File: src/rtl/vga_timing_pkg.sv
// vga_timing_pkg
// Shared definitions for the VGA raster timing block.
// - phase_e : the four per-axis raster phases. The encoding is fixed so
//             other stages that decode phase bits directly stay compatible.
// - DEF_*   : default 640x480 @ 60 Hz timing constants, in pixels and lines.
package vga_timing_pkg;

  typedef enum logic [1:0] {
    PH_ACTIVE = 2'd0,
    PH_FRONT  = 2'd1,
    PH_SYNC   = 2'd2,
    PH_BACK   = 2'd3
  } phase_e;

  localparam int DEF_H_ACTIVE = 640;
  localparam int DEF_H_FRONT  = 16;
  localparam int DEF_H_SYNC   = 96;
  localparam int DEF_H_BACK   = 48;
  localparam int DEF_V_ACTIVE = 480;
  localparam int DEF_V_FRONT  = 10;
  localparam int DEF_V_SYNC   = 2;
  localparam int DEF_V_BACK   = 33;

endpackage

File: src/rtl/vga_axis_counter.sv
// vga_axis_counter
// One raster axis: a position counter plus its ACTIVE/FRONT/SYNC/BACK phase
// FSM. The same module serves the horizontal axis (stepped per pixel) and
// the vertical axis (stepped once per line).
// Ports:
//   clk        in   system clock
//   rst        in   asynchronous reset, active high; parks the axis on its
//                   last count in BACK, so the first step lands on 0/ACTIVE
//   step       in   advance one position on this clock edge
//   count      out  current position, 0..TOTAL-1
//   phase      out  current phase
//   nextPhase  out  phase after this edge, so the parent can register
//                   decoded outputs that change on the same edge as count
//   wrap       out  count sits on TOTAL-1; the next step returns to 0
module vga_axis_counter
  import vga_timing_pkg::*;
#(
  parameter int ACTIVE = 640,
  parameter int FRONT  = 16,
  parameter int SYNC   = 96,
  parameter int BACK   = 48,
  parameter int W      = 10
) (
  input  logic         clk,
  input  logic         rst,
  input  logic         step,
  output logic [W-1:0] count,
  output logic [1:0]   phase,
  output logic [1:0]   nextPhase,
  output logic         wrap
);

  localparam int TOTAL = ACTIVE + FRONT + SYNC + BACK;

  // Last count of each phase, at counter width, so every compare is a
  // plain unsigned equality with no overflow path.
  localparam logic [W-1:0] ACTIVE_LAST = W'(ACTIVE - 1);
  localparam logic [W-1:0] FRONT_LAST  = W'(ACTIVE + FRONT - 1);
  localparam logic [W-1:0] SYNC_LAST   = W'(ACTIVE + FRONT + SYNC - 1);
  localparam logic [W-1:0] TOTAL_LAST  = W'(TOTAL - 1);

  logic [W-1:0] count_q, count_d;
  phase_e       phase_q, phase_d;

  // Next-state logic: on a step the counter advances (wrapping at the end
  // of the back porch) and the phase moves on when the counter sits on the
  // last count of the current phase.
  always_comb begin
    count_d = count_q;
    phase_d = phase_q;
    if (step) begin
      count_d = (count_q == TOTAL_LAST) ? '0 : count_q + W'(1);
      case (phase_q)
        PH_ACTIVE: if (count_q == ACTIVE_LAST) phase_d = PH_FRONT;
        PH_FRONT:  if (count_q == FRONT_LAST)  phase_d = PH_SYNC;
        PH_SYNC:   if (count_q == SYNC_LAST)   phase_d = PH_BACK;
        PH_BACK:   if (count_q == TOTAL_LAST)  phase_d = PH_ACTIVE;
      endcase
    end
  end

  // State registers; reset parks the axis on the final back-porch count.
  always_ff @(posedge clk or posedge rst) begin
    if (rst) begin
      count_q <= TOTAL_LAST;
      phase_q <= PH_BACK;
    end else begin
      count_q <= count_d;
      phase_q <= phase_d;
    end
  end

  assign count     = count_q;
  assign phase     = phase_q;
  assign nextPhase = phase_d;
  assign wrap      = (count_q == TOTAL_LAST);

endmodule

File: src/rtl/vga_timing.sv
// vga_timing
// VGA raster timing generator. It runs on the 48 MHz system clock and
// advances one pixel on each clock where pix_en (from the clock divider) is
// high.
// Ports:
//   clk          in   48 MHz system clock
//   rst          in   asynchronous reset, active high
//   pix_en       in   pixel advance strobe
//   hsync        out  horizontal sync, registered, asserted level HSYNC_POL
//   vsync        out  vertical sync, registered, asserted level VSYNC_POL
//   active       out  inside the visible area
//   x, y         out  raster position
//   frame_start  out  one-clock pulse after the advance into (0,0)
//   vblank_irq   out  sticky flag set on entry to the vertical front porch
//   irq_ack      in   clears vblank_irq
// Optional feature: define VGA_TIMING_VBLANK_IRQ_EN to add vblank_irq and
// irq_ack. Without it those ports and the flag logic do not exist.
module vga_timing
  import vga_timing_pkg::*;
#(
  parameter int   H_ACTIVE  = DEF_H_ACTIVE,
  parameter int   H_FRONT   = DEF_H_FRONT,
  parameter int   H_SYNC    = DEF_H_SYNC,
  parameter int   H_BACK    = DEF_H_BACK,
  parameter int   V_ACTIVE  = DEF_V_ACTIVE,
  parameter int   V_FRONT   = DEF_V_FRONT,
  parameter int   V_SYNC    = DEF_V_SYNC,
  parameter int   V_BACK    = DEF_V_BACK,
  parameter logic HSYNC_POL = 1'b0,
  parameter logic VSYNC_POL = 1'b0,
  parameter int   X_W       = 10,
  parameter int   Y_W       = 10
) (
  input  logic           clk,
  input  logic           rst,
`ifdef VGA_TIMING_VBLANK_IRQ_EN
  input  logic           irq_ack,
  output logic           vblank_irq,
`endif
  input  logic           pix_en,
  output logic           hsync,
  output logic           vsync,
  output logic           active,
  output logic [X_W-1:0] x,
  output logic [Y_W-1:0] y,
  output logic           frame_start
);

  logic       hWrap, vWrap, vStep;
  logic [1:0] hPhase, vPhase, hPhaseNext, vPhaseNext;

  // The vertical axis moves only when the horizontal axis wraps.
  assign vStep = pix_en & hWrap;

  vga_axis_counter #(
    .ACTIVE(H_ACTIVE), .FRONT(H_FRONT), .SYNC(H_SYNC), .BACK(H_BACK), .W(X_W)
  ) uHAxis (
    .clk(clk), .rst(rst), .step(pix_en),
    .count(x), .phase(hPhase), .nextPhase(hPhaseNext), .wrap(hWrap)
  );

  vga_axis_counter #(
    .ACTIVE(V_ACTIVE), .FRONT(V_FRONT), .SYNC(V_SYNC), .BACK(V_BACK), .W(Y_W)
  ) uVAxis (
    .clk(clk), .rst(rst), .step(vStep),
    .count(y), .phase(vPhase), .nextPhase(vPhaseNext), .wrap(vWrap)
  );

  // Decoded outputs are taken from the current phases only to keep them
  // observable; the registers below work from the next phases.
  logic unusedPhase;
  assign unusedPhase = ^{hPhase, vPhase};

  logic hsync_q, hsync_d;
  logic vsync_q, vsync_d;
  logic active_q, active_d;
  logic frameStart_q, frameStart_d;

  // Decode from the axes' next phases so the registered outputs change on
  // the same edge as x/y. With pix_en low the next phases equal the current
  // ones, so everything holds; frame_start is a pulse and drops back to 0.
  always_comb begin
    hsync_d      = (hPhaseNext == PH_SYNC) ? HSYNC_POL : ~HSYNC_POL;
    vsync_d      = (vPhaseNext == PH_SYNC) ? VSYNC_POL : ~VSYNC_POL;
    active_d     = (hPhaseNext == PH_ACTIVE) && (vPhaseNext == PH_ACTIVE);
    frameStart_d = pix_en & hWrap & vWrap;
  end

  // Output registers, reset to the deasserted/idle levels.
  always_ff @(posedge clk or posedge rst) begin
    if (rst) begin
      hsync_q      <= ~HSYNC_POL;
      vsync_q      <= ~VSYNC_POL;
      active_q     <= 1'b0;
      frameStart_q <= 1'b0;
    end else begin
      hsync_q      <= hsync_d;
      vsync_q      <= vsync_d;
      active_q     <= active_d;
      frameStart_q <= frameStart_d;
    end
  end

  assign hsync       = hsync_q;
  assign vsync       = vsync_q;
  assign active      = active_q;
  assign frame_start = frameStart_q;

`ifdef VGA_TIMING_VBLANK_IRQ_EN
  localparam logic [Y_W-1:0] V_IRQ_ROW = Y_W'(V_ACTIVE - 1);

  logic irqSet;
  logic vblankIrq_q, vblankIrq_d;

  // The flag sets on the advance into (0, V_ACTIVE). A set on the same edge
  // as an acknowledge wins, so that new event is not lost.
  always_comb begin
    irqSet      = pix_en & hWrap & (y == V_IRQ_ROW);
    vblankIrq_d = vblankIrq_q;
    if (irqSet) begin
      vblankIrq_d = 1'b1;
    end else if (irq_ack) begin
      vblankIrq_d = 1'b0;
    end
  end

  // Sticky interrupt flag register.
  always_ff @(posedge clk or posedge rst) begin
    if (rst) begin
      vblankIrq_q <= 1'b0;
    end else begin
      vblankIrq_q <= vblankIrq_d;
    end
  end

  assign vblank_irq = vblankIrq_q;
`endif

endmodule

File: config.mk
export PLATFORM = sky130hd
export DESIGN_NAME = vga_timing
export DESIGN_NICKNAME = d
export VERILOG_FILES = /design/src/rtl/vga_timing_pkg.sv /design/src/rtl/vga_axis_counter.sv /design/src/rtl/vga_timing.sv
export SDC_FILE = /design/constraint.sdc
export NUM_CORES = 1
export LEC_CHECK = 0
export CORE_MARGIN = 2
export CORE_UTILIZATION = 60
export DETAILED_ROUTE_END_ITERATION = 10
export DONT_BUFFER_PORTS = 1
export PLACE_DENSITY = 0.75
export SYNTH_ARGS = -nofsm -noshare
export SYNTH_HDL_FRONTEND = slang
export SYNTH_SLANG_ARGS = --single-unit
File: constraint.sdc
create_clock -name clk -period 2.5 [get_ports clk]
set_input_delay 0.25 -clock clk [delete_from_list [all_inputs] [get_ports clk]]
set_output_delay 0.25 -clock clk [all_outputs]
set_load 0.01 [all_outputs]
Yosys cells after proc, flatten, opt, wreduce, memory -nomap -nowiden
Cells that the tools add are included.
{"block": "totals", "ff_bits": 28, "in_bits": 3, "output_inout_bits": 24, "wordCells": 49}
{"block": "op_classes", "add_sub_neg": 2, "n_eq_ne": 16, "mux": 16, "bitwise_logic": 2, "reduce_logical": 5}
{"op": "10-bit equality test (second input constant)", "n": 5}
{"op": "10-bit by 9-bit equality test with 1-bit output (second input constant)", "n": 3}
{"op": "10-bit by 1-bit adder with 10-bit output (second input constant)", "n": 2}
{"op": "10-bit 2-to-1 mux", "n": 2}
{"op": "2-bit 2-to-1 mux", "n": 10}
{"op": "2-bit one-hot mux with 4 select lines", "n": 2}
{"op": "2-bit equality test (second input constant)", "n": 6}
{"op": "2-bit logical NOT", "n": 4}
{"op": "2-bit by 1-bit equality test with 1-bit output (second input constant)", "n": 2}
{"op": "1-bit bitwise AND", "n": 2}
{"op": "1-bit 2-to-1 mux", "n": 2}
{"op": "1-bit logical AND", "n": 1}

Logic depth before layout (Yosys ltp)
Gate-level depths: netlist (run 1).
{"block": "logic_depth", "ltp_word": 6, "mapped_depth": 7, "mapped_depth_nobuf": 7}

Hierarchy
From an unflattened synthesis (run 1), not the netlist that was laid out.
{"block": "unflattened", "cells_unflattened": 151, "hier_area_um2": 1505.2}
{"module": "vga_axis_counter (uVAxis)", "n_inst": 1, "cells_per_inst": 74, "area_each_um2": 704.4}
{"module": "vga_axis_counter (uHAxis)", "n_inst": 1, "cells_per_inst": 67, "area_each_um2": 656.9}
{"module": "vga_timing", "n_inst": 1, "cells_per_inst": 10, "area_each_um2": 143.9}

Least setup slack after synthesis (run 1)
No wires, ideal clock.
{"block": "synth_timing", "path_type": "reg-to-reg", "startpoint": "register uHAxis.count_q[0], in the netlist uHAxis.count[0]", "endpoint": "register uHAxis.phase_q[0], in the netlist uHAxis.phase[0]", "setup_ns": 0.085, "arrival_time_ns": 1.706, "t_required_ns": 2.415, "slack_ns": 0.709, "path_stages_with_launch": 7, "synth_period_minus_slack_ns": 1.791, "cell_sequence": "dfstp_2 > ha_1 > nand4_1 > nor4_1 > nand3b_1 > nand3_1 > o21ai_0"}
{"block": "synth_via", "elab_chain_len": 4, "elab_cells_between_ends": 10, "cone_classes": "4 x eq/ne; 6 x mux"}
{"item": "start, declared", "line": "vga_axis_counter.sv:42", "rtl": "logic [W-1:0] count_q, count_d;"}
{"item": "start signal, assigned", "line": "vga_axis_counter.sv:68", "rtl": "count_q <= count_d;"}
{"item": "10-bit equality test (on tied branches)"}
{"item": "2-bit 2-to-1 mux (on tied branches)"}
{"item": "2-bit one-hot mux with 4 select lines (*)", "line": "vga_axis_counter.sv:53", "rtl": "case (phase_q)"}
{"item": "2-bit 2-to-1 mux (*)", "line": "vga_axis_counter.sv:51", "rtl": "if (step) begin"}
{"item": "net hPhaseNext[0]", "line": "vga_timing.sv:50", "rtl": "logic [1:0] hPhase, vPhase, hPhaseNext, vPhaseNext;"}
{"item": "end signal, assigned", "line": "vga_axis_counter.sv:69", "rtl": "phase_q <= phase_d;"}
{"item": "end, declared", "line": "vga_axis_counter.sv:43", "rtl": "phase_e phase_q, phase_d;"}
Mark *: on every way through the listed nets, which the timed path passes. The rest lies on a longest branch.
A chain may end at the register's enable or synchronous reset.

Worst setup path in the final report (run 1)
Same ends and word-level chain as after synthesis.

==> summary.md, run 1 <==
| Metric | Value |
|---|---|
| Synth cell types | 42 |
| Post-Route WL | 2855 um |
| PostCTS Resize Cnt | 0 |
| Die Area | 0.002885 mm2 |
| Cell area after synthesis | 0.001483 mm2 |
| GR Util All Layers | 23.62% |
| Port bufs | 0 |
| Synth Warn # | 0 |
| #FFs+latches synth | 28 |
| Final core utilization | 64.33% |
| Remaining antenna violation count | 0 |
| I/O pin count | 27 |
| Vias per cell | 6.172 |
| Worst Tran Pin Value | 921.5 ps |
| Fin nets | 158 |
| Cell area after placement | 0.001514 mm2 |
| Area grow syn2layout | 4.557% |
| Crit path kind | flip-flop to flip-flop |
| Violated checks | negative hold slack |
| CTS tree | built |
| Initial Utilization | 61.53% |
| Worst skew pair latency | 330 ps |
| H-Tree Depth | 1 |
| Relative slew slack | 38.50% |
| Ratio of cells with drive above 1 in the final layout | 20.00% |
| Antenna cells | 0 |
| Final Cell Area | 0.001550 mm2 |
| Worst min path class | input port to async pin |
| Peak Freq | 472.3 MHz |
| Sequential Area | 720.7 um2 |
| Most common cell after layout, fill and taps aside | dfstp_2 |
| Initial antenna violation count | 0 |
| Post-synthesis sequential area ratio | 48.61% |
| Pin count of the biggest net entering global routing | 26 |
| Leak | 0.0006052 uW |
| Crit path time final | 2117 ps |
| Num CTS Buffers | 3 |
| Most frequent cells in the layout | 16 x dfstp_2, 14 x nand2_1, 13 x nor2_1 |
| # rows | 18 |
| GPL Wtd Cong | 0.7569 |
| Post-route setup TNS | 0 ps |
| RSZ-0062 raised after global routing | false |
| Final Hold Vio Count | 12 |
| DPL Wire Length | 2058 um |
| Hold Worst Slack | -16.76 ps |
| Placeable Area | 0.002410 mm2 |
| Vias after detailed routing | 1,111 |
| Vias in the first global route | 1,104 |
| Peak supply drop | 0.5708 mV |
| CTS sink cnt | 28 |
| CP arrival | 2370 ps |
| Crit Path Max Fanout | 4 |
| Final Cycle Share | 84.69% |
| DRT Pass-1 Iters | 5 |
| Setup repair bufs after CTS | 0 |
| Initial DRC Count | 39 |
| Multi-input logic area | 718.2 um2 |
| Syn Nets | 154 |
| Clock Tree Buf Depth | 2 |
| Drt drc | 0 |
| Mapped Avg Cell Area | 10.09 um2 |
| First-pass GRT wire length | 4974 um |
| Hold-fix buffers, CTS | 0 |
| Critical path launch point type | flip-flop |
| Clk slew on worst S/H paths | 160 ps |
| GR Overflow Total | 0 |
| Die Ht | 53.71 um |
| Pwr per Cell Area | 662.7 mW/mm2 |
| Root Driver | clkbuf_4 |
| Fill cell count | 196 |
| Die X | 53.71 um |
| Max Cap Viol | 0 |
| Outcome | complete, but fails checks |
| Per-cell routed wire length | 15.86 um |
| Critical Path Sink Type | flip-flop |
| Slew Viols, Final | 0 |
| Setup violators final | 0 |
| Gate count after technology mapping | 147 |
| Critical path required time | 2760 ps |
| Final Skew | 7.169 ps |
==> logic make-up (layout without fill, tap and decap cells) <==
group | count (synthesis) | after routing | share of synthesized area [%]
AOI/OAI and AO/OA | 26 | 26 | 11.22
xor gates and xnor gates | 11 | 11 | 6.498
adders and majority gates | 4 | 4 | 3.376
buffers and inverters | 9 | 12 | 2.953
DFF | 28 | 28 | 48.61
muxes | 4 | 4 | 2.869
and+or+nand+nor | 65 | 65 | 24.47
==> cells in the mapped netlist, drive strengths merged <==
cell type	count	area (um2)
dfstp	16	420.4
nand2	14	52.55
nor2	13	48.80
dfrtp	12	300.3
o21ai	10	50.05
nand3	9	45.04
xnor2	9	78.83
a21oi	6	33.78
inv	6	22.52
ha	4	50.05
nor3	4	25.02
buf	3	21.27
nand2b	3	18.77
nand4	3	25.02
nor4	3	18.77
a22o	2	17.52
and3	2	12.51
and3b	2	17.52
mux2	2	22.52
mux2i	2	20.02
nand3b	2	15.01
nor2b	2	12.51
o31ai	2	15.01
xor2	2	17.52
a211oi	1	7.510
a311o	1	10.01
a311oi	1	8.760
a31oi	1	6.260
a41oi	1	8.760
and2	1	7.510
and4	1	8.760
and4b	1	10.01
and4bb	1	12.51
nand4b	1	8.760
nand4bb	1	11.26
o32ai	1	8.760
or2	1	6.260
or3	1	6.260
==> worst paths after layout <==
path	start	endpoint	slack (ps)	cells past startpoint
max	uHAxis.count[0]$_DFFE_PP1P_	uHAxis.phase[0]$_DFF_PP1_	380	5
min	rst	uVAxis.count[7]$_DFFE_PP0N_	-20	1
max reg2reg	uHAxis.count[0]$_DFFE_PP1P_	uHAxis.phase[0]$_DFF_PP1_	380	5
min reg2reg	uVAxis.count[2]$_DFFE_PP1N_	uVAxis.count[3]$_DFFE_PP1N_	560	2
max in group asynchronous	rst	uHAxis.count[1]$_DFFE_PP1P_	1810	2
min in group clk	pix_en	uHAxis.count[0]$_DFFE_PP1P_	30	2
==> worst max-delay path: stages (launching register included) <==
cell and delay (ps):
dfstp_2 620, ha_1 250, nand4_1 200, nor4_1 580, a41oi_1 180, o21ai_0 220
==> cell type report <==
cell class	count	area share (%)
sequential	28	46.49
inverter	6	1.453
multi-input combinational	110	46.33
tap	30	2.421
timing repair buffer	2	0.9685
clock buffer	4	2.341
==> report_power, final <==
group / switching (uW) / internal [uW]
clock network: 140 / 89.2
logic: 71.9 / 66.9
registers: 118 / 542
total: 329 / 698
==> metal layers <==
| metal | share of wire (%) | vias up | GRT usage (%) |
|---|---|---|---|
| li1 | - | 538 | - |
| met1 | 47 | 537 | 32.45 |
| met2 | 46 | 30 | 36.59 |
| met3 | 4.3 | 6 | 3.333 |
| met4 | 2.6 | 0 | 11.11 |
| met5 | 0 | - | 0 |
==> sequential cells by signal, summed over array words and instances, names as in the netlist <==
| register | flops |
|---|---|
| vsync | 1 |
| uVAxis.phase | 2 |
| active | 1 |
| uHAxis.phase | 2 |
| uVAxis.count | 10 |
| uHAxis.count | 10 |
| hsync | 1 |
| frame_start | 1 |
==> per-stage QoR <==
step	total power (uW)	cells	worst slack, ps
finish	1027	180	382.8
global route	1090	180	166.0
CTS	1032	180	383.2
detailed placement	808.9	176	387.6
global placement	794.8	176	566.6
floorplan	760.4	147	709.0
Power figures use the tool's default switching activity.
==> run 2, diff against run 1 <==
--- a/config.mk
+++ b/config.mk
@@ -6,10 +6,10 @@
 export NUM_CORES = 1
 export LEC_CHECK = 0
 export CORE_MARGIN = 2
-export CORE_UTILIZATION = 60
+export CORE_UTILIZATION = 55
 export DETAILED_ROUTE_END_ITERATION = 10
 export DONT_BUFFER_PORTS = 1
-export PLACE_DENSITY = 0.75
+export PLACE_DENSITY = 0.72
 export SYNTH_ARGS = -nofsm -noshare
 export SYNTH_HDL_FRONTEND = slang
 export SYNTH_SLANG_ARGS = --single-unit
==> constraint.sdc (replaced) <==
create_clock -name clk -period 1.73 [get_ports clk]
set_input_delay 0.173 -clock clk [delete_from_list [all_inputs] [get_ports clk]]
set_output_delay 0.173 -clock clk [all_outputs]
set_load 0.01 [all_outputs]
==> run 2 against run 1 <==
Compared with the run above:
- clock skew rose by 4.3 ps
- via count increased by 8.5%
- hold slack better by 35 ps
- non-clock buffer count is 31 higher
- the run now ends clean
- clock power up 21%
- total power up 59%
- highest routed layer unchanged
- fmax is 25% higher
- sequential power grew 28%
- clock-buffer cell count is the same
- wire length increased by 11%
==> summary.md, run 2 (same netlist as run 1, synthesis figures left out) <==
| Metric | Value |
|---|---|
| Outcome | finished, final reports clean (was complete, but fails checks) |
| Vias in the first global route | 1,073 (was 1,104) |
| Pwr per Cell Area | 874.4 mW/mm2 (was 662.7 mW/mm2) |
| Final cell count without fillers | 211 (was 180) |
| Largest delay share family, worst path | simple AND/OR/NAND/NOR gates (unchanged) |
| Post-route setup TNS | 0 ps (unchanged) |
| Tot Pwr | 1629 uW (was 1027 uW) |
| Initial antenna violation count | 0 (unchanged) |
| Hold-critical path depth | 2 |
| WL met3 | 161 um (was 124 um) |
| # rows | 18 (unchanged) |
| Num CTS Buffers | 3 (unchanged) |
| M1 WL | 1511 um (was 1336 um) |
| Crit Path Max Fanout | 4 (unchanged) |
| Peak supply drop | 0.9385 mV (was 0.5708 mV) |
| GR Util All Layers | 20.41% (was 23.62%) |
| DRT Pass-1 Iters | 4 (was 5) |
| Clock Power Share | 17.0% (was 22.3%) |
| Port bufs | 0 (unchanged) |
| Most common cell after layout, fill and taps aside | buf_4 (was dfstp_2) |
| CTS sink cnt | 28 (unchanged) |
| Net Sw Frac | 32.02% (was 32.04%) |
| Initial DRC Count | 29 (was 39) |
| Hold Worst Slack | 18.32 ps (was -16.76 ps) |
| Worst path bufs/invs | 0 (unchanged) |
| Per-cell routed wire length | 15.07 um (was 15.86 um) |
| Leak | 0.0007762 uW (was 0.0006052 uW) |
| Final Skew | 11.48 ps (was 7.169 ps) |
| Vias after detailed routing | 1,205 (was 1,111) |
| CP arrival | 1940 ps (was 2370 ps) |
| Placeable Area | 0.002522 mm2 (was 0.002410 mm2) |
| Reg power frac | 51.9% (was 64.2%) |
| DR top layer | met4 (unchanged) |
| Area grow syn2layout | 25.65% (was 4.557%) |
| Fin nets | 189 (was 158) |
| Die Ht | 55.92 um (was 53.71 um) |
| Critical path required time | 1980 ps (was 2760 ps) |
| Clock Tree Buf Depth | 2 (unchanged) |
| Worst skew pair latency | 320 ps (was 330 ps) |
| I/O pin count | 27 (unchanged) |
| Crit path time final | 1688 ps (was 2117 ps) |
| Sw power | 521.7 uW (was 329.2 uW) |
| Max Cap Viol | 0 (unchanged) |
| Crit path kind | flip-flop to flip-flop (unchanged) |
| Worst path depth | 5 (unchanged) |
| Slew Viols, Final | 0 (unchanged) |
| Vias per cell | 5.711 (was 6.172) |
| Post-Route WL | 3179 um (was 2855 um) |
| Remaining antenna violation count | 0 (unchanged) |
| Reg2reg path depth | 5 (unchanged) |
| Worst min path class | input port to flip-flop (was input port to async pin) |
| Die Area | 0.003127 mm2 (was 0.002885 mm2) |
| Peak Freq | 592.5 MHz (was 472.3 MHz) |
| Met2 WL post-DR | 1483 um (was 1319 um) |
| Relative slew slack | 62.71% (was 38.50%) |
| Int Pwr | 1107 uW (was 698.1 uW) |
| Root Driver | clkbuf_4 (unchanged) |
| Multi-input logic area | 787.0 um2 (was 718.2 um2) |
| CTS tree | built (unchanged) |
| RSZ-0062 raised after global routing | true (was false) |
| Worst Tran Pin Value | 558.7 ps (was 921.5 ps) |
| CP peak stage delay | 580 ps (was 620 ps) |
| GR Overflow Total | 0 (unchanged) |
| Initial Utilization | 58.78% (was 61.53%) |
| First-pass GRT wire length | 5099 um (was 4974 um) |
| Clk slew on worst S/H paths | 140 ps (was 160 ps) |
| Final Cycle Share | 97.56% (was 84.69%) |
| Ratio of cells with drive above 1 in the final layout | 38.12% (was 20.00%) |
| CP Cell Sequence | ha_4 -> nand4_1 -> nor4_4 -> nand3b_1 -> o21ai_1 (was ha_1 -> nand4_1 -> nor4_1 -> a41oi_1 -> o21ai_0) |
| H-Tree Depth | 1 (unchanged) |
| Final Cell Area | 0.001863 mm2 (was 0.001550 mm2) |
| Sequential Area | 720.7 um2 (unchanged) |
| Critical path launch point type | flip-flop (unchanged) |
| DPL Wire Length | 2327 um (was 2058 um) |
| Cell area after placement | 0.001728 mm2 (was 0.001514 mm2) |
| Drt drc | 0 (unchanged) |
| Fill cell count | 189 (was 196) |
| Comb pwr share | 31.2% (was 13.5%) |
| Crit-path slowest cell | dfstp_2 (unchanged) |
| Die X | 55.92 um (was 53.71 um) |
| GPL Wtd Cong | 0.8717 (was 0.7569) |
| Setup violators final | 0 (unchanged) |
| Critical Path Sink Type | flip-flop (unchanged) |
| Pin count of the biggest net entering global routing | 16 (was 26) |
| Final Hold Vio Count | 0 (was 12) |
| Inst Count DP | 202 (was 176) |
| Antenna cells | 0 (unchanged) |
| Most frequent cells in the layout | 29 x buf_4, 16 x dfstp_2, 14 x nand2_1 (was 16 x dfstp_2, 14 x nand2_1, 13 x nor2_1) |
==> run 2: changes by cell type in the layout (fill, tap and decap cells not counted), sizes merged <==
cell and change:
buf +29, dlygate4sd3 +2
==> run 2: metrics by stage <==
stage / setup slack, ps / utilization, %
final: 42.13 / 73.86
after global routing: -50.39 / 73.86
after CTS: -20.04 / 70.34
after detailed placement: 6.199 / 68.50
after global placement: 92.22 / 68.50
after floorplan: 30.43 / -
==> run 2: power groups by stage <==
stage	clock network (uW)	registers (uW)	logic [uW]
2_1_floorplan	0	927	175
3_5_place_dp	0	843	475
6_report	277	845	507
5_1_grt	309	859	563
4_1_cts	280	832	480
3_3_place_gp	0	838	455
==> run 2: worst register-to-register path, cell delays in order, from the launching register on <==
cell and delay, ps:
dfstp_2 580, ha_4 140, nand4_1 200, nor4_4 400, nand3b_1 140, o21ai_1 160
==> run 2: metal layers <==
metal / vias up / track usage (%)
met5: - / 0
met4: 0 / 2.041
met3: 5 / 3.023
met2: 38 / 32.65
met1: 572 / 30.79
li1: 590 / -
==> run 2: layout make-up <==
type / count / share of cell area (%)
Clock buffer: 4 / 1.410
Multi-Input combinational cell: 110 / 42.24
Sequential cell: 28 / 38.68
Tap cell: 30 / 2.015
Inverter: 6 / 1.209
Timing Repair Buffer: 33 / 14.44
==> run 2: final timing paths <==
path                                        startpoint                     endpoint  slack (ps)
max reg2reg                uHAxis.count[1]$_DFFE_PP1P_    uHAxis.phase[1]$_DFF_PP1_          40
min                                             pix_en  uHAxis.count[2]$_DFFE_PP1P_          20
min reg2reg                  uHAxis.phase[0]$_DFF_PP1_    uHAxis.phase[1]$_DFF_PP1_         540
min in group asynchronous                          rst  uHAxis.count[6]$_DFFE_PP0P_         330
max in group asynchronous                          rst    uVAxis.phase[0]$_DFF_PP1_         860
max                        uHAxis.count[1]$_DFFE_PP1P_    uHAxis.phase[1]$_DFF_PP1_          40
==> run 2: timing repair <==
action                                  in CTS  in global routing
endpoints found under the setup margin       1                  9
pin swaps                                    0                 11
gates resized for setup                      0                 18
hold endpoints to repair                     4                  0
setup buffers                                0                  3
hold buffers                                 2                  0
==> run 3, diff against run 2 <==
--- a/config.mk
+++ b/config.mk
@@ -5,11 +5,11 @@
 export SDC_FILE = /design/constraint.sdc
 export NUM_CORES = 1
 export LEC_CHECK = 0
-export CORE_MARGIN = 2
-export CORE_UTILIZATION = 55
+export CORE_UTILIZATION = 56
 export DETAILED_ROUTE_END_ITERATION = 10
 export DONT_BUFFER_PORTS = 1
-export PLACE_DENSITY = 0.72
+export PLACE_DENSITY = 0.73
 export SYNTH_ARGS = -nofsm -noshare
 export SYNTH_HDL_FRONTEND = slang
+export SYNTH_HIERARCHICAL = 1
 export SYNTH_SLANG_ARGS = --single-unit
==> run 3 against run 2 <==
Compared with the run above:
- the flow now finishes with violations (negative setup slack)
- via count up 19%
- flip-flop and latch count unchanged
- first-iteration DRC count up 31%
- final area up 15%
- cell count up 7.6%
- largest power group unchanged
- fmax down 20%
- die area down 7.3%
==> summary.md, run 3 <==
| Metric | Value |
|---|---|
| Setup violators final | 19 (was 0) |
| # rows | 18 (unchanged) |
| Register-to-register setup slack | -380 ps (was 40 ps) |
| Root Driver | clkbuf_4 (unchanged) |
| Final Cell Area | 0.002142 mm2 (was 0.001863 mm2) |
| CTS sink cnt | 28 (unchanged) |
| Hold endpoint | frame_start$_DFF_PP0_ (was uHAxis.count[2]$_DFFE_PP1P_) |
| Crit path kind | flip-flop to flip-flop (unchanged) |
| Clk slew on worst S/H paths | 150 ps (was 140 ps) |
| Worst skew pair latency | 330 ps (was 320 ps) |
| Outcome | complete, but fails checks (was finished, final reports clean) |
| Port bufs | 0 (unchanged) |
| Synth Warn # | 6 (was 0) |
| Final WS setup | -377.6 ps (was 42.13 ps) |
| Leak | 0.0009650 uW (was 0.0007762 uW) |
| Most frequent cells after synthesis | 20 x nand2_1, 16 x dfstp_2, 12 x dfrtp_1, 12 x nor2_1, 11 x inv_1 (was 16 x dfstp_2, 14 x nand2_1, 13 x nor2_1) |
| Post-route setup TNS | -3543 ps (was 0 ps) |
| Final Hold Vio Count | 0 (unchanged) |
| Peak supply drop | 1.147 mV (was 0.9385 mV) |
| Relative slew slack | 66.16% (was 62.71%) |
| Area grow syn2layout | 42.31% (was 25.65%) |
| Gate count after technology mapping | 151 (was 147) |
| Hold path start | pix_en (unchanged) |
| Mapped Avg Cell Area | 9.968 um2 (was 10.09 um2) |
| GR Overflow Total | 0 (unchanged) |
| Worst Tran Pin Value | 503.0 ps (was 558.7 ps) |
| First-pass GRT wire length | 6996 um (was 5099 um) |
| Synth top area share | 27.93% (was 28.35%) |
| Num CTS Buffers | 3 (unchanged) |
| Reg-to-reg critical path endpoint | active$_DFF_PP0_ (was uHAxis.phase[1]$_DFF_PP1_) |
| Hold-critical path depth | 1 (was 2) |
| Most common cell after layout, fill and taps aside | buf_4 (unchanged) |
| Vias per cell | 6.322 (was 5.711) |
| Largest delay share family, worst path | simple AND/OR/NAND/NOR gates (unchanged) |
| Initial antenna violation count | 0 (unchanged) |
| Final Cycle Share | 121.8% (was 97.56%) |
| Cell area after placement | 0.001793 mm2 (was 0.001728 mm2) |
| Post-synth EDFFs | 0 (unchanged) |
| DR top layer | met4 (unchanged) |
| Final Skew | 6.931 ps (was 11.48 ps) |
| Most frequent cells in the layout | 34 x buf_4, 16 x dfstp_2, 16 x nand2_1 (was 29 x buf_4, 16 x dfstp_2, 14 x nand2_1) |
| Ratio of cells with drive above 1 in the final layout | 50.25% (was 38.12%) |
| CP peak stage delay | 430 ps (was 580 ps) |
| Initial DRC Count | 38 (was 29) |
| CTS tree | built (unchanged) |
| Reg2reg path depth | 7 (was 5) |
| Post-Route WL | 4389 um (was 3179 um) |
| Peak Freq | 474.5 MHz (was 592.5 MHz) |
| Clock Tree Buf Depth | 2 (unchanged) |
| Worst path bufs/invs | 0 (unchanged) |
| M1 WL | 1751 um (was 1511 um) |
| Pin count of the biggest net entering global routing | 16 (unchanged) |
| #FFs+latches synth | 28 (unchanged) |
| GPL Wtd Cong | 0.9007 (was 0.8717) |
| Final cell count without fillers | 227 (was 211) |
| Ys async rst share | 100.0% (unchanged) |
| Critical Path Sink Type | flip-flop (unchanged) |
| Die X | 53.85 um (was 55.92 um) |
| Fin nets | 205 (was 189) |
| Critical path launch point type | flip-flop (unchanged) |
| Placeable Area | 0.002500 mm2 (was 0.002522 mm2) |
| Synth cell types | 42 (unchanged) |
| Top-count cell post-synth | nand2_1 (was dfstp_2) |
| H-Tree Depth | 1 (unchanged) |
| Max Cap Viol | 0 (unchanged) |
| Die Ht | 53.85 um (was 55.92 um) |
| Violated checks | negative setup slack |
| Die Area | 0.002899 mm2 (was 0.003127 mm2) |
| Pwr per Cell Area | 843.2 mW/mm2 (was 874.4 mW/mm2) |
| RSZ-0062 raised after global routing | true (unchanged) |
| Critical path required time | 1980 ps (about the same) |
| Worst min path class | input port to flip-flop (unchanged) |
| Inst Count DP | 208 (was 202) |
| Yosys top cell by area | dfstp_2 (unchanged) |
| CP arrival | 2360 ps (was 1940 ps) |
| Slew Viols, Final | 0 (unchanged) |
| Cell area after synthesis | 0.001505 mm2 (was 0.001483 mm2) |
| Met2 WL post-DR | 2139 um (was 1483 um) |
| Per-cell routed wire length | 19.33 um (was 15.07 um) |
| Remaining antenna violation count | 0 (unchanged) |
| Vias after detailed routing | 1,435 (was 1,205) |
| Hold Worst Slack | 38.73 ps (was 18.32 ps) |
| Initial Utilization | 60.21% (was 58.78%) |
| Drt drc | 0 (unchanged) |
| GR Util All Layers | 34.36% (was 20.41%) |
| WL met3 | 365 um (was 161 um) |
| CP Cell Sequence | or3_4 -> nor3_2 -> and2_4 -> and3_4 -> and4_4 -> o32ai_2 -> nor4_2 (was ha_4 -> nand4_1 -> nor4_4 -> nand3b_1 -> o21ai_1) |
| Synth area leaders | dfstp_2 28%, dfrtp_1 20%, nand2_1 5.0%, xor2_1 3.5%, ha_1 3.3% (was dfstp_2 28%, dfrtp_1 20%, xnor2_1 5.3%, nand2_1 3.5%, ha_1 3.4%) |
| DRT Pass-1 Iters | 4 (unchanged) |
| Crit-path slowest cell | or3_4 (was dfstp_2) |
| Crit path time final | 2108 ps (was 1688 ps) |
| I/O pin count | 27 (unchanged) |
| Syn Nets | 158 (was 154) |
| Worst r2r src | uHAxis/count[5]$_DFFE_PP0P_ (was uHAxis.count[1]$_DFFE_PP1P_) |
| Vias in the first global route | 1,497 (was 1,073) |
| Post-synthesis sequential area ratio | 47.88% (was 48.61%) |
| Ys flop type | dfstp_2 (unchanged) |
| Crit Path Max Fanout | 3 (was 4) |
| Antenna cells | 0 (unchanged) |
| DPL Wire Length | 2566 um (was 2327 um) |
[run 3: layer usage]
layer  vias up  global-route usage, %
met5         -                      0
met4         0                  14.47
met3        19                  8.475
met2        95                  57.61
met1       694                  41.43
li1        627                      -
[run 3: worst max path at each step]
stage,startpoint,end,cells after the start
after floorplan,uHAxis/count[1]$_DFFE_PP1P_,active$_DFF_PP0_,9
after global placement,uHAxis/count[1]$_DFFE_PP1P_,active$_DFF_PP0_,9
after detailed placement,uHAxis/count[1]$_DFFE_PP1P_,active$_DFF_PP0_,9
after CTS,uHAxis/count[1]$_DFFE_PP1P_,active$_DFF_PP0_,9
after global routing,uHAxis/count[1]$_DFFE_PP1P_,active$_DFF_PP0_,8
final,uHAxis/count[5]$_DFFE_PP0P_,active$_DFF_PP0_,7
[run 3: report_power, final]
group | internal (uW) | switching, uW | total [uW] | leakage (uW)
Clock | 129 | 198 | 327 | 0.0000210
Combinational | 291 | 356 | 647 | 0.000615
Sequential | 774 | 58.3 | 833 | 0.000329
Total | 1190 | 612 | 1810 | 0.000965
[run 3: final cells by class]
| type | instances | area (um2) |
|---|---|---|
| inverter | 11 | 41.29 |
| sequential | 28 | 720.7 |
| clock buffer | 4 | 36.28 |
| timing repair buffer | 45 | 376.6 |
| fill | 123 | 357.8 |
| tap | 30 | 37.54 |
| multi-input combinational | 109 | 929.6 |
[run 3: what timing repair did]
item,in CTS,in global routing
setup endpoints to repair,17,24
hold buffers,2,0
endpoints found under the hold margin,17,0
cloned,0,0
setup buffers,18,4
gates resized for setup,38,7
pin swaps,13,8
[run 3: cells by family (layout without fill, tap and decap cells)]
logic type | Yosys count | in the layout | synth area share (%)
and+or+nand+nor | 73 | 73 | 27.85
DFF | 28 | 28 | 47.88
AOI/OAI and AO/OA | 18 | 18 | 8.811
buffers and inverters | 14 | 60 | 3.574
xor gates and xnor gates | 11 | 11 | 6.401
adders and majority gates | 4 | 4 | 3.325
muxes | 3 | 3 | 2.161
[run 3: metrics by stage]
step                power (uW)  utilization [%]  worst slack (ps)
finish                    1806            85.69            -377.6
global route              1894            85.69            -453.4
CTS                       1774            85.94            -335.0
detailed placement        1364            71.72            -347.1
global placement          1336            71.72            -260.7
floorplan                 1155                -            -386.6
